File: config.mk
export PLATFORM = sky130hd
export DESIGN_NAME = mem_data_mux_flat
export DESIGN_NICKNAME = d
export VERILOG_FILES = /design/src/rtl/mem_data_mux_if.sv /design/src/rtl/mem_data_mux.sv /design/src/flat_wrapper.sv
export SDC_FILE = /design/constraint.sdc
export NUM_CORES = 1
export LEC_CHECK = 0
export CAP_MARGIN = 25
export CORE_MARGIN = 2
export CORE_UTILIZATION = 50
export CTS_CLUSTER_DIAMETER = 80
export DETAILED_ROUTE_END_ITERATION = 8
export PLACE_DENSITY = 0.91
export SETUP_SLACK_MARGIN = 0.02
export SYNTH_ARGS = -nofsm -noshare
export SYNTH_HDL_FRONTEND = slang
export SYNTH_SLANG_ARGS = --single-unit
export TNS_END_PERCENT = 100
File: constraint.sdc
create_clock -name clk -period 3.75 [get_ports clk]
set_clock_uncertainty 0.2 [all_clocks]
set_input_delay 0.75 -clock clk [delete_from_list [all_inputs] [get_ports clk]]
set_output_delay 0.75 -clock clk [all_outputs]
set_load 0.1 [all_outputs]
File: src/rtl/mem_data_mux_if.sv
// Bus bundle for mem_data_mux: the two binary source channels, the dual-rail
// NCL data bus toward mem_data_demux, its completion acknowledge and status.
interface mem_data_mux_if #(
  parameter int W = 8
);
  // instruction source
  logic [W-1:0] i_data;
  logic         i_valid;
  logic         i_ready;
  // constant source
  logic [W-1:0] c_data;
  logic         c_valid;
  logic         c_ready;
  // dual-rail bus and phase bit (NULL = both rails 0)
  logic [W-1:0] D_t;
  logic [W-1:0] D_f;
  logic         PH0_t;
  logic         PH0_f;
  // receiver completion, asynchronous to clk
  logic         ack;
  // status
  logic         busy;
  logic         proto_err;

  // the transmitter side
  modport master (
    input  i_data, i_valid, c_data, c_valid, ack,
    output i_ready, c_ready, D_t, D_f, PH0_t, PH0_f, busy, proto_err
  );

  // the sources plus the receiver, as seen from outside the transmitter
  modport slave (
    output i_data, i_valid, c_data, c_valid, ack,
    input  i_ready, c_ready, D_t, D_f, PH0_t, PH0_f, busy, proto_err
  );
endinterface

File: src/rtl/mem_data_mux.sv
// Clocked dual-rail transmitter: arbitrates the I and C word sources, sends
// each accepted word as a DATA wavefront (PH0 names the channel) and runs the
// four-phase DATA/NULL handshake against a synchronized completion ack.
module mem_data_mux #(
  parameter int W           = 8,
  parameter int SYNC_STAGES = 2   // must be >= 2
) (
  input logic             clk,
  input logic             rst_n,
  mem_data_mux_if.master  bus
);

  typedef enum logic [1:0] {
    ST_IDLE = 2'd0,
    ST_DATA = 2'd1,
    ST_NUL  = 2'd2
  } state_e;

  state_e                 r_state;
  state_e                 w_next_state;
  logic [SYNC_STAGES-1:0] r_ack_sync;
  logic                   w_ack_s;

  // latched word and its channel (0 = I, 1 = C)
  logic [W-1:0]           r_word;
  logic                   r_chan;
  logic                   r_last_c;     // 1 = C served last

  // registered outputs
  logic [W-1:0]           r_d_t, r_d_f;
  logic                   r_ph0_t, r_ph0_f;
  logic                   r_i_ready, r_c_ready;
  logic                   r_busy, r_proto_err;

  // next values of the above
  logic                   w_accept, w_win_c;
  logic [W-1:0]           w_word;
  logic                   w_chan;
  logic [W-1:0]           w_d_t, w_d_f;
  logic                   w_ph0_t, w_ph0_f;
  logic                   w_i_ready, w_c_ready;
  logic                   w_busy, w_proto_err;

  assign w_ack_s = r_ack_sync[SYNC_STAGES-1];

  // Synchronize the asynchronous completion ack into the clk domain.
  always_ff @(posedge clk or negedge rst_n) begin
    if (!rst_n) begin
      r_ack_sync <= '0;
    end else begin
      // NOTE: state is updated with <= so every flop samples pre-edge values;
      // blocking here would collapse the synchronizer chain into one flop.
      r_ack_sync <= {r_ack_sync[SYNC_STAGES-2:0], bus.ack};
    end
  end

  // Pick the winner: a lone valid wins, a tie goes to the channel not served last.
  always_comb begin
    // NOTE: every always_comb output gets a default first, so no path leaves
    // it unassigned and no latch is inferred.
    w_win_c = bus.c_valid;
    if (bus.i_valid && bus.c_valid) begin
      w_win_c = ~r_last_c;
    end
  end

  assign w_accept = (r_state == ST_IDLE) && !w_ack_s && (bus.i_valid || bus.c_valid);

  // State register.
  always_ff @(posedge clk or negedge rst_n) begin
    if (!rst_n) begin
      r_state <= ST_IDLE;
    end else begin
      r_state <= w_next_state;
    end
  end

  // Next state: IDLE -> DATA on acceptance, DATA -> NUL on ack_s, NUL -> IDLE on !ack_s.
  always_comb begin
    w_next_state = r_state;
    case (r_state)
      ST_IDLE: if (w_accept) w_next_state = ST_DATA;
      ST_DATA: if (w_ack_s)  w_next_state = ST_NUL;
      ST_NUL:  if (!w_ack_s) w_next_state = ST_IDLE;
      default: w_next_state = ST_IDLE;
    endcase
  end

  // Output values for the coming cycle, derived from the next state so the
  // bus flops line up with the state flops.
  always_comb begin
    w_word      = w_accept ? (w_win_c ? bus.c_data : bus.i_data) : r_word;
    w_chan      = w_accept ? w_win_c : r_chan;
    w_d_t       = '0;
    w_d_f       = '0;
    w_ph0_t     = 1'b0;
    w_ph0_f     = 1'b0;
    if (w_next_state == ST_DATA) begin
      w_d_t   = w_word;
      w_d_f   = ~w_word;
      w_ph0_t = w_chan;
      w_ph0_f = ~w_chan;
    end
    w_i_ready   = w_accept && !w_win_c;
    w_c_ready   = w_accept && w_win_c;
    w_busy      = (w_next_state != ST_IDLE);
    w_proto_err = r_proto_err || ((r_state == ST_IDLE) && w_ack_s);
  end

  // Word/channel hold, round-robin history and all output flops.
  always_ff @(posedge clk or negedge rst_n) begin
    if (!rst_n) begin
      // NOTE: the word holder is a single register, not a memory array, so it
      // is cleared with everything else and never shows X after reset.
      r_word      <= '0;
      r_chan      <= 1'b0;
      r_last_c    <= 1'b1;
      r_d_t       <= '0;
      r_d_f       <= '0;
      r_ph0_t     <= 1'b0;
      r_ph0_f     <= 1'b0;
      r_i_ready   <= 1'b0;
      r_c_ready   <= 1'b0;
      r_busy      <= 1'b0;
      r_proto_err <= 1'b0;
    end else begin
      r_word      <= w_word;
      r_chan      <= w_chan;
      if (w_accept) r_last_c <= w_win_c;
      r_d_t       <= w_d_t;
      r_d_f       <= w_d_f;
      r_ph0_t     <= w_ph0_t;
      r_ph0_f     <= w_ph0_f;
      r_i_ready   <= w_i_ready;
      r_c_ready   <= w_c_ready;
      r_busy      <= w_busy;
      r_proto_err <= w_proto_err;
    end
  end

  assign bus.D_t       = r_d_t;
  assign bus.D_f       = r_d_f;
  assign bus.PH0_t     = r_ph0_t;
  assign bus.PH0_f     = r_ph0_f;
  assign bus.i_ready   = r_i_ready;
  assign bus.c_ready   = r_c_ready;
  assign bus.busy      = r_busy;
  assign bus.proto_err = r_proto_err;

endmodule

File: src/flat_wrapper.sv
// flat-port wrapper written by rule: the top's interface ports become plain ports
module mem_data_mux_flat 
#(
  parameter int W           = 8,
  parameter int SYNC_STAGES = 2                  
)
  (clk, rst_n, bus_i_data, bus_i_valid, bus_c_data, bus_c_valid, bus_ack, bus_i_ready, bus_c_ready, bus_D_t, bus_D_f, bus_PH0_t, bus_PH0_f, bus_busy, bus_proto_err);
  mem_data_mux_if #(.W(W)) bus_i ();
  input logic clk;
  input logic rst_n;
  input wire logic [$bits(bus_i.i_data)-1:0] bus_i_data;
  input wire logic [$bits(bus_i.i_valid)-1:0] bus_i_valid;
  input wire logic [$bits(bus_i.c_data)-1:0] bus_c_data;
  input wire logic [$bits(bus_i.c_valid)-1:0] bus_c_valid;
  input wire logic [$bits(bus_i.ack)-1:0] bus_ack;
  output wire logic [$bits(bus_i.i_ready)-1:0] bus_i_ready;
  output wire logic [$bits(bus_i.c_ready)-1:0] bus_c_ready;
  output wire logic [$bits(bus_i.D_t)-1:0] bus_D_t;
  output wire logic [$bits(bus_i.D_f)-1:0] bus_D_f;
  output wire logic [$bits(bus_i.PH0_t)-1:0] bus_PH0_t;
  output wire logic [$bits(bus_i.PH0_f)-1:0] bus_PH0_f;
  output wire logic [$bits(bus_i.busy)-1:0] bus_busy;
  output wire logic [$bits(bus_i.proto_err)-1:0] bus_proto_err;
  assign bus_i.i_data = bus_i_data;
  assign bus_i.i_valid = bus_i_valid;
  assign bus_i.c_data = bus_c_data;
  assign bus_i.c_valid = bus_c_valid;
  assign bus_i.ack = bus_ack;
  assign bus_i_ready = bus_i.i_ready;
  assign bus_c_ready = bus_i.c_ready;
  assign bus_D_t = bus_i.D_t;
  assign bus_D_f = bus_i.D_f;
  assign bus_PH0_t = bus_i.PH0_t;
  assign bus_PH0_f = bus_i.PH0_f;
  assign bus_busy = bus_i.busy;
  assign bus_proto_err = bus_i.proto_err;
  mem_data_mux #(.W(W), .SYNC_STAGES(SYNC_STAGES)) u_core (.clk(clk), .rst_n(rst_n), .bus(bus_i));
endmodule
## Word level (Yosys, flattened, before mapping)

Cells that the tools add are included.

- Bits in writable memories: 0
- Register bits after elaboration: 36
- Logic and storage cells: 43
- Latch bits: 0
- Memories: 0
- Bits in read-only memories: 0

- Muxes and demuxes: 12
- Magnitude comparators: 0
- Reduce and logical (&&, ||, !) cells: 12
- Divide/modulo/power cells: 0
- Shifts and indexed selects: 0
- Bitwise logic cells: 3
- Equal/unequal tests: 3
- Add/subtract/negate cells: 0
- Multiply operators: 0

Operators with widths:

| kind | number |
|---|---|
| $mux W8 | 4 |
| $not A8 Y8 | 1 |
| $logic_and A1 B1 Y1 | 6 |
| $mux W2 | 3 |
| $pmux W2 S3 | 1 |
| $eq A2 B1 Y1 const B | 2 |
| $mux W1 | 4 |
| $eq A2 B2 Y1 const B | 1 |
| $logic_not A1 Y1 | 2 |
| $logic_not A2 Y1 | 1 |
| $logic_or A1 B1 Y1 | 2 |
| $not A1 Y1 | 2 |
| $reduce_bool A2 Y1 | 1 |

## Longest topological paths before layout

Gate-level depths: netlist (run 1).

- Word-level depth: 7
- Mapped depth: 5
- Mapped depth without buffers: 4

## Worst setup path after synthesis (run 1)

OpenSTA, ideal clock, no wires.

- Kind: input port to flip-flop
- From: input port bus_c_valid
- To: register u_core.r_d_t[6] (netlist: u_core.bus.D_t[6])
- Arrival time: 1.582 ns
- Cell stages on the path: 4
- Setup slack: 1.848 ns
- Required time: 3.430 ns
- Path through: buf_4 a21boi_4 o221ai_2 and3b_1

- Word-level cells in the longest chain between the ends: 6
- Elaborated cells on any way between the ends: 10
- Classes of those cells: eq/ne (1); mux (6); reduce/logical (3)

RTL lines:

| element | line | text |
|---|---|---|
| from (decl) | flat_wrapper.sv:14 | `input wire logic [$bits(bus_i.c_valid)-1:0] bus_c_valid;` |
| $logic_or A1 B1 Y1 | mem_data_mux.sv:67 | `assign w_accept = (r_state == ST_IDLE) && !w_ack_s && (bus.i_valid \|\| bus.c_valid);` |
| $logic_and A1 B1 Y1 | mem_data_mux.sv:67 |  |
| $mux W2 | mem_data_mux.sv:82 | `ST_IDLE: if (w_accept) w_next_state = ST_DATA;` |
| $pmux W2 S3 | mem_data_mux.sv:81 | `case (r_state)` |
| $eq A2 B1 Y1 | mem_data_mux.sv:98 | `if (w_next_state == ST_DATA) begin` |
| $mux W8 (*) | mem_data_mux.sv:98 |  |
| via u_core.w_d_t[6] | mem_data_mux.sv:39 | `logic [W-1:0] w_d_t, w_d_f;` |
| to (signal assigned) | mem_data_mux.sv:130 | `r_d_t <= w_d_t;` |
| to (decl) | mem_data_mux.sv:30 | `logic [W-1:0] r_d_t, r_d_f;` |

Mark *: on every way through the listed nets, which the timed path passes. The rest lies on a longest branch.
A chain may end at the register's enable or synchronous reset.

## Worst setup path in the final report (run 1)

- From: register u_core.r_proto_err (netlist: u_core.bus.proto_err)
- To: output port bus_proto_err

RTL lines:

| element | line | text |
|---|---|---|
| from (decl) | mem_data_mux.sv:33 | `logic r_busy, r_proto_err;` |
| from (signal assigned) | mem_data_mux.sv:137 | `r_proto_err <= w_proto_err;` |
| to (decl) | flat_wrapper.sv:23 | `output wire logic [$bits(bus_i.proto_err)-1:0] bus_proto_err;` |

No word-level cell between the ends.

==> parameters.txt, run 1 <==
Parameter                              Value

Final layout
  Fraction of layout cells with a size suffix above 1    0.179
  Area Growth Syn to Fin    32.9%
  Layout Cells excl Fill    201
  N_diodes    0
  Fill cell count    207
  Number of nets at the end of the flow    188

Pwr
  Pleak    0.914 nW
  Max VDD drop    0.000356 V
  Power share of the combinational group    0.428
  Net Sw Power    0.000564 W
  Part of the total power dissipated in the clock network    0.197
  PD cells    652 nW/um^2
  Switching part of the total power    0.423
  Share of total power in sequential cells    0.376
  Total internal power    0.000770 W

Detailed routing
  WL per Instance    15.0 microns
  DRC violations left    0
  Number of vias per cell    5.37
  Via total after detailed routing    1079
  DRT Pass-1 Iters    4
  DRC marker count from the first detailed-route iteration    17
  Remaining antenna violation count after routing    0
  Total Wirelength    3.02 mm

Setup path
  R2R setup slack    1.77 ns
  Critical path class    flip-flop to output port
  Crit path capture    bus_proto_err
  CP arrival    1.83 ns
  Required time reported for the critical path endpoint    2.80 ns
  Beginning of the critical path    u_core.bus.proto_err
  Highest cell delay on the worst timing path    1.13 ns
  CP max-delay cell    clkdlybuf4s50_1
  Stages on worst setup path    1
  Number of cells on the worst reg-to-reg path    3
  CP bufs+invs    1
  Reg-to-reg critical path endpoint    u_core.bus.D_t[5]
  Category of the worst setup path capture point    output port
  Sort of element at the start of the critical path    flip-flop
  Chain of cells forming the critical path    clkdlybuf4s50_1
  Worst-path maximum fanout    2
  Origin of the critical flop-to-flop path    u_core.r_ack_sync[1]
  Cell class contributing the biggest share of worst-path delay    buffers and inverters

Clock network
  Clock root buffer    clkbuf_4
  Clock sink count    36
  Worst-Skew Late Latency    0.34 ns
  Total CTS buffers    5
  Longest Clk Path Bufs    2
  Quantity of gates resized following cts    0
  TritonCTS clock tree    yes
  Clock-pin slew on the worst setup and hold paths    0.10 ns
  CTS H-tree lvls    2
  Number of hold buffers added after CTS    0
  Number of setup buffers added after CTS    0

Synth
  Library cell occupying the most area in the post-synthesis netlist    dfrtp_1
  Post-synthesis instance area    1540 sq um
  Register bit count reported by yosys    36
  Cell types occupying the most area after synthesis    dfrtp_1 57%, o221ai_2 7.8%, a21o_2 5.1%, and3b_1 4.6%, and2_1 3.7%
  Ys async rst share    1.00
  Fraction of the yosys area taken by sequential cells    0.586
  Most common flop cell mapped by yosys    dfrtp_1
  Number of warnings reported in the yosys synthesis log    0
  Net count of the mapped netlist    144
  Count of flip-flops with a built-in enable after synthesis    0
  Number of instances in the synthesized netlist    123
  Count of cell types in the netlist    25
  Mean instance size in the synthesized netlist    12.5 sq um
  Fraction of synthesized cell area taken by the top area cell type    0.569

Timing
  Final worst path period share    0.741
  Hold_ws    0.160 ns
  Transition time at the pin with the least slew margin    0.984 ns
  Headroom to the max-slew limit    0.342
  Worst setup slack after layout    0.973 ns
  Final-layout setup total negative slack    0 ns
  Min cycle time layout    2.78 ns
  Unrepaired setup endpoints after global routing    no
  Pins over their slew limit    0
  Top achievable clock speed    360 MHz
  Number of failing hold endpoints at the final stage    0
  Final setup violation count    0

GRT
  GR Overflow Total    0
  Global router's overall resource usage    0.205
  Number of antenna violations at the first check in global routing    0
  Global-route wire length before repair    5.17 mm
  Via count of the first global-routing pass    1097
  Pin count of the biggest net entering global routing    37

Floorplanning
  Die Wd    59.5 microns
  Boundary pin count    43
  Height of the chip    59.5 microns
  DIE AREA    3540 sq um
  Core Box Area    2980 sq um
  Starting density of the core    0.517
  Row Count    20

Placed design
  IO buf count    42
  Routability Congestion    0.762
  Setup WS pre-CTS    0.930 ns
  HPWL after DPL    2.16 mm
  Cells after DPL    193

Run
  Maximum capacitance violations    0

Outcome
  Run status    finished, final reports clean

Hold path
  Classification of the worst-slack hold path    flip-flop to flip-flop
-- sequential cells by signal, summed over array words and instances (netlist names), 2 cells and up --
signal / cells
u_core.r_word: 8
u_core.r_ack_sync: 2
u_core.bus.D_t: 8
u_core.r_state: 2
u_core.bus.D_f: 8
-- cells by family after synthesis --
group                     share of synthesized area
and+or+nand+nor                               0.189
DFF                                           0.586
AOI/OAI and AO/OA                             0.182
buffers and inverters                        0.0374
xor gates and xnor gates                    0.00569
-- through the flow --
| step | utilization | area [sq um] | power [W] |
|---|---|---|---|
| global placement | 0.661 | 1970 | 0.00107 |
| CTS | 0.687 | 2050 | 0.00135 |
| detailed placement | 0.661 | 1970 | 0.00108 |
| finish | 0.687 | 2050 | 0.00133 |
| floorplan | - | 1540 | 0.000941 |
| global route | 0.687 | 2050 | 0.00140 |
-- cell type report --
cell class                      instances  area, sq um  share of cell area
Tap cell                               33         41.3              0.0202
Clock inverter                          2         35.0              0.0171
Multi-Input combinational cell         77          579               0.283
Sequential cell                        36          902               0.441
Inverter                                3         11.3             0.00550
Clock buffer                            6         41.3              0.0202
Timing Repair Buffer                   44          435               0.213
-- cells in the mapped netlist, types with 3 or more instances --
library cell and n:
nand2_1 12, inv_1 3, nor2_1 4, o221ai_2 8, and3b_1 8, buf_2 4
a21o_2 9, dfrtp_1 35, a21oi_1 9, nor2b_1 8, and2_1 9
-- power by group through the flow --
stage / Clock [W] / Sequential, W / Combinational (W)
after floorplan: 0 / 0.000790 / 0.000151
after global placement: 0 / 0.000507 / 0.000561
after detailed placement: 0 / 0.000510 / 0.000571
after CTS: 0.000269 / 0.000502 / 0.000574
after global routing: 0.000289 / 0.000507 / 0.000604
final: 0.000263 / 0.000501 / 0.000570
-- cell usage in the layout (no fill, tap or decap) --
cell             Yosys  routed
dfstp_2              1       1
nand3_4              1       1
dfrtp_1             35      35
and3b_1              8       8
or3_1                1       1
clkdlybuf4s50_1      0      42
a21o_1               1       1
clkbuf_1             1       1
nor2_1               4       4
or2_1                1       1
a21o_2               9       9
xor2_1               1       1
inv_1                3       3
o221ai_2             8       8
nand2_1             12      12
nor3b_1              1       1
and2_1               9       9
clkbuf_4             0       5
o21ai_1              1       2
nor3_4               1       1
a21oi_1              9       9
nor2b_1              8       8
buf_4                1       2
a21boi_4             1       1
bufinv_16            0       1
clkinv_2             0       1
-- worst min-delay path by stage --
stage | from | to | slack [ns] | cells past startpoint
2_1_floorplan | u_core.r_ack_sync[0] | u_core.r_ack_sync[1] | 0.13 | 0
5_1_grt | u_core.r_ack_sync[0] | u_core.r_ack_sync[1] | 0.17 | 0
3_3_place_gp | u_core.r_ack_sync[0] | u_core.r_ack_sync[1] | 0.14 | 0
3_5_place_dp | u_core.r_ack_sync[0] | u_core.r_ack_sync[1] | 0.14 | 0
6_report | u_core.r_ack_sync[0] | u_core.r_ack_sync[1] | 0.16 | 0
4_1_cts | u_core.r_ack_sync[0] | u_core.r_ack_sync[1] | 0.16 | 0
-- layer usage --
metal	GRT usage	part of all wire	up-vias	wire (microns)
li1	-	-	510	-
met1	0.255	0.41	533	1220
met2	0.327	0.52	33	1560
met3	0.0939	0.071	3	215
met4	0.0487	0.0073	0	22
met5	0	0	-	0
Note: power is estimated with default switching activity, not from simulation.
==> run 2: changes to the inputs <==
- CORE_UTILIZATION: 50 -> 42
- PLACE_DENSITY: 0.91 -> 0.82
- clock period: 3.75 -> 2.5 ns (I/O delays scaled with it)
==> parameters.txt, run 2 (synthesis gave the netlist of run 1 again) <==
Parameter                              Value

Placed design
  Routability Congestion    0.785 (+3.0%)
  HPWL after DPL    2.18 mm (+0.99%)
  Cells after DPL    211 (+9.3%)
  IO buf count    42 (unchanged)

Timing
  Top achievable clock speed    501 MHz
  Final setup violation count    0 (unchanged)
  Min cycle time layout    2.00 ns
  Pins over their slew limit    0 (unchanged)
  Headroom to the max-slew limit    0.666 (+0.324)
  Unrepaired setup endpoints after global routing    no
  Final-layout setup total negative slack    0 ns (unchanged)
  Final worst path period share    0.798
  Transition time at the pin with the least slew margin    0.501 ns (-0.483 ns)
  Number of failing hold endpoints at the final stage    0 (unchanged)

Floorplanning
  DIE AREA    4160 sq um (+18%)
  Die Wd    64.5 microns (+8.5%)
  Core Box Area    3420 sq um (+15%)
  Boundary pin count    43 (unchanged)
  Row Count    21 (+5.0%)
  Starting density of the core    0.451 (-0.0663)
  Height of the chip    64.5 microns (+8.5%)

Final layout
  Most used cells in the layout excluding fill and tap cells    35 x dfrtp_1, 29 x buf_4, 20 x clkdlybuf4s50_1, 12 x nand2_1
  Number of nets at the end of the flow    193 (+2.7%)
  Most common cell after layout, fill and taps aside    dfrtp_1
  Fraction of layout cells with a size suffix above 1    0.335 (+0.157)
  N_diodes    0 (unchanged)
  Area of combinational cells with multiple inputs    579 sq um (unchanged)
  Register area    902 sq um (unchanged)
  Layout Cells excl Fill    219 (+9.0%)
  Area Growth Syn to Fin    34.1%
  Fill cell count    276 (+33%)

GRT
  Pin count of the biggest net entering global routing    37 (unchanged)
  GR Overflow Total    0 (unchanged)
  Via count of the first global-routing pass    1149 (+4.7%)
  Global router's overall resource usage    0.168 (-0.0373)
  Global-route wire length before repair    5.12 mm (-0.95%)
  Number of antenna violations at the first check in global routing    0 (unchanged)

Hold path
  Classification of the worst-slack hold path    flip-flop to flip-flop
  Worst hold path stage count    0 (unchanged)
  Hold Path Sink    u_core.r_ack_sync[1]
  Hold Startpoint    u_core.r_ack_sync[0]

Setup path
  Origin of the critical flop-to-flop path    u_core.r_last_c
  Critical path class    input port to flip-flop
  Category of the worst setup path capture point    flip-flop
  Required time reported for the critical path endpoint    2.53 ns (-0.27 ns)
  CP arrival    2.02 ns (+0.19 ns)
  Worst-path maximum fanout    10 (+8)
  Sort of element at the start of the critical path    input port
  Chain of cells forming the critical path    clkdlybuf4s50_1 > buf_4 > a21boi_4 > o221ai_2 > and3b_1
  Number of cells on the worst reg-to-reg path    3 (unchanged)
  Highest cell delay on the worst timing path    0.52 ns (-0.61 ns)
  Reg-to-reg critical path endpoint    u_core.bus.D_t[6]
  R2R setup slack    0.75 ns (-1.02 ns)
  CP max-delay cell    clkdlybuf4s50_1

Clock network
  CTS H-tree lvls    2 (unchanged)
  Longest Clk Path Bufs    2 (unchanged)
  Quantity of gates resized following cts    0 (unchanged)
  Clock-pin slew on the worst setup and hold paths    0.10 ns (about the same)
  Number of setup buffers added after CTS    0 (unchanged)
  Number of hold buffers added after CTS    0 (unchanged)
  TritonCTS clock tree    yes
  Worst-Skew Late Latency    0.34 ns (about the same)
  Clock root buffer    clkbuf_4
  Total CTS buffers    5 (unchanged)
  Clock sink count    36 (unchanged)

Pwr
  Pleak    0.982 nW (+7.4%)
  PD cells    993 nW/um^2 (+52%)
  Max VDD drop    0.000405 V (+14%)

Run
  Maximum capacitance violations    0 (unchanged)

Outcome
  Run status    finished, final reports clean

Detailed routing
  Via total after detailed routing    1084 (+0.46%)
  Number of vias per cell    4.95 (-7.8%)
  DRT Pass-1 Iters    4 (unchanged)
  DRC violations left    0 (unchanged)
  WL per Instance    14.1 microns (-5.8%)
  DRC marker count from the first detailed-route iteration    24 (+7)
  Total Wirelength    3.10 mm (+2.7%)
  Remaining antenna violation count after routing    0 (unchanged)
run 2: changes by cell type in the layout (fill, tap and decap cells not counted), sizes merged:
cell | previous run | this run
clkbuf | 6 | 7
buf | 2 | 29
clkdlybuf4s50 | 42 | 20
clkinv | 1 | 0
run 2: worst max-delay path by stage:
stage	startpoint	to	cells past startpoint
6_report	bus_i_valid	u_core.bus.D_t[6]	5
4_1_cts	bus_i_valid	u_core.bus.D_t[6]	5
2_1_floorplan	bus_c_valid	u_core.bus.D_t[6]	4
3_3_place_gp	bus_i_valid	u_core.bus.D_t[0]	5
3_5_place_dp	bus_i_valid	u_core.bus.D_t[6]	5
5_1_grt	bus_i_valid	u_core.bus.D_t[6]	5
run 2: metal layers:
layer  GRT usage  wire (microns)  part of all wire  vias to the layer above
li1            -               -                 -                      519
met4      0.0878              55             0.018                        0
met1       0.183            1310              0.42                      525
met2       0.283            1570              0.51                       35
met5           0               0                 0                        -
met3      0.0660             166             0.054                        5
run 2: cell type report:
cell class,count,area share
clock buffers,7,0.0315
clock inverters,1,0.0146
inverters,3,0.00546
multi-input cells,77,0.281
flip-flops and latches,36,0.437
well taps,46,0.0279
repair buffers,49,0.203
run 2: critical path: cells and delay by family:
| family | cells | cell delay, ns |
|---|---|---|
| buffers and inverters | 2 | 0.73 |
| AND/OR/NAND/NOR | 1 | 0.20 |
| AO/OA/AOI/OAI | 2 | 0.59 |
run 2: power by group:
| part | switching [W] | internal [W] | total (W) |
|---|---|---|---|
| Combinational | 0.000613 | 0.000230 | 0.000843 |
| Clock | 0.000187 | 0.000265 | 0.000452 |
| Sequential | 0.0000499 | 0.000704 | 0.000754 |
| Total | 0.000849 | 0.00120 | 0.00205 |
run 2: stage by stage:
stage / setup slack (ns) / power [W] / util / hold WS (ns) / cell area, sq um
detailed placement: 0.156 / 0.00161 / 0.576 / 0.136 / 1970
global placement: 0.219 / 0.00159 / 0.576 / 0.136 / 1970
finish: 0.504 / 0.00205 / 0.604 / 0.158 / 2060
floorplan: 0.848 / 0.00141 / - / 0.00441 / 1540
CTS: 0.506 / 0.00206 / 0.604 / 0.161 / 2060
global route: 0.456 / 0.00214 / 0.604 / 0.179 / 2060
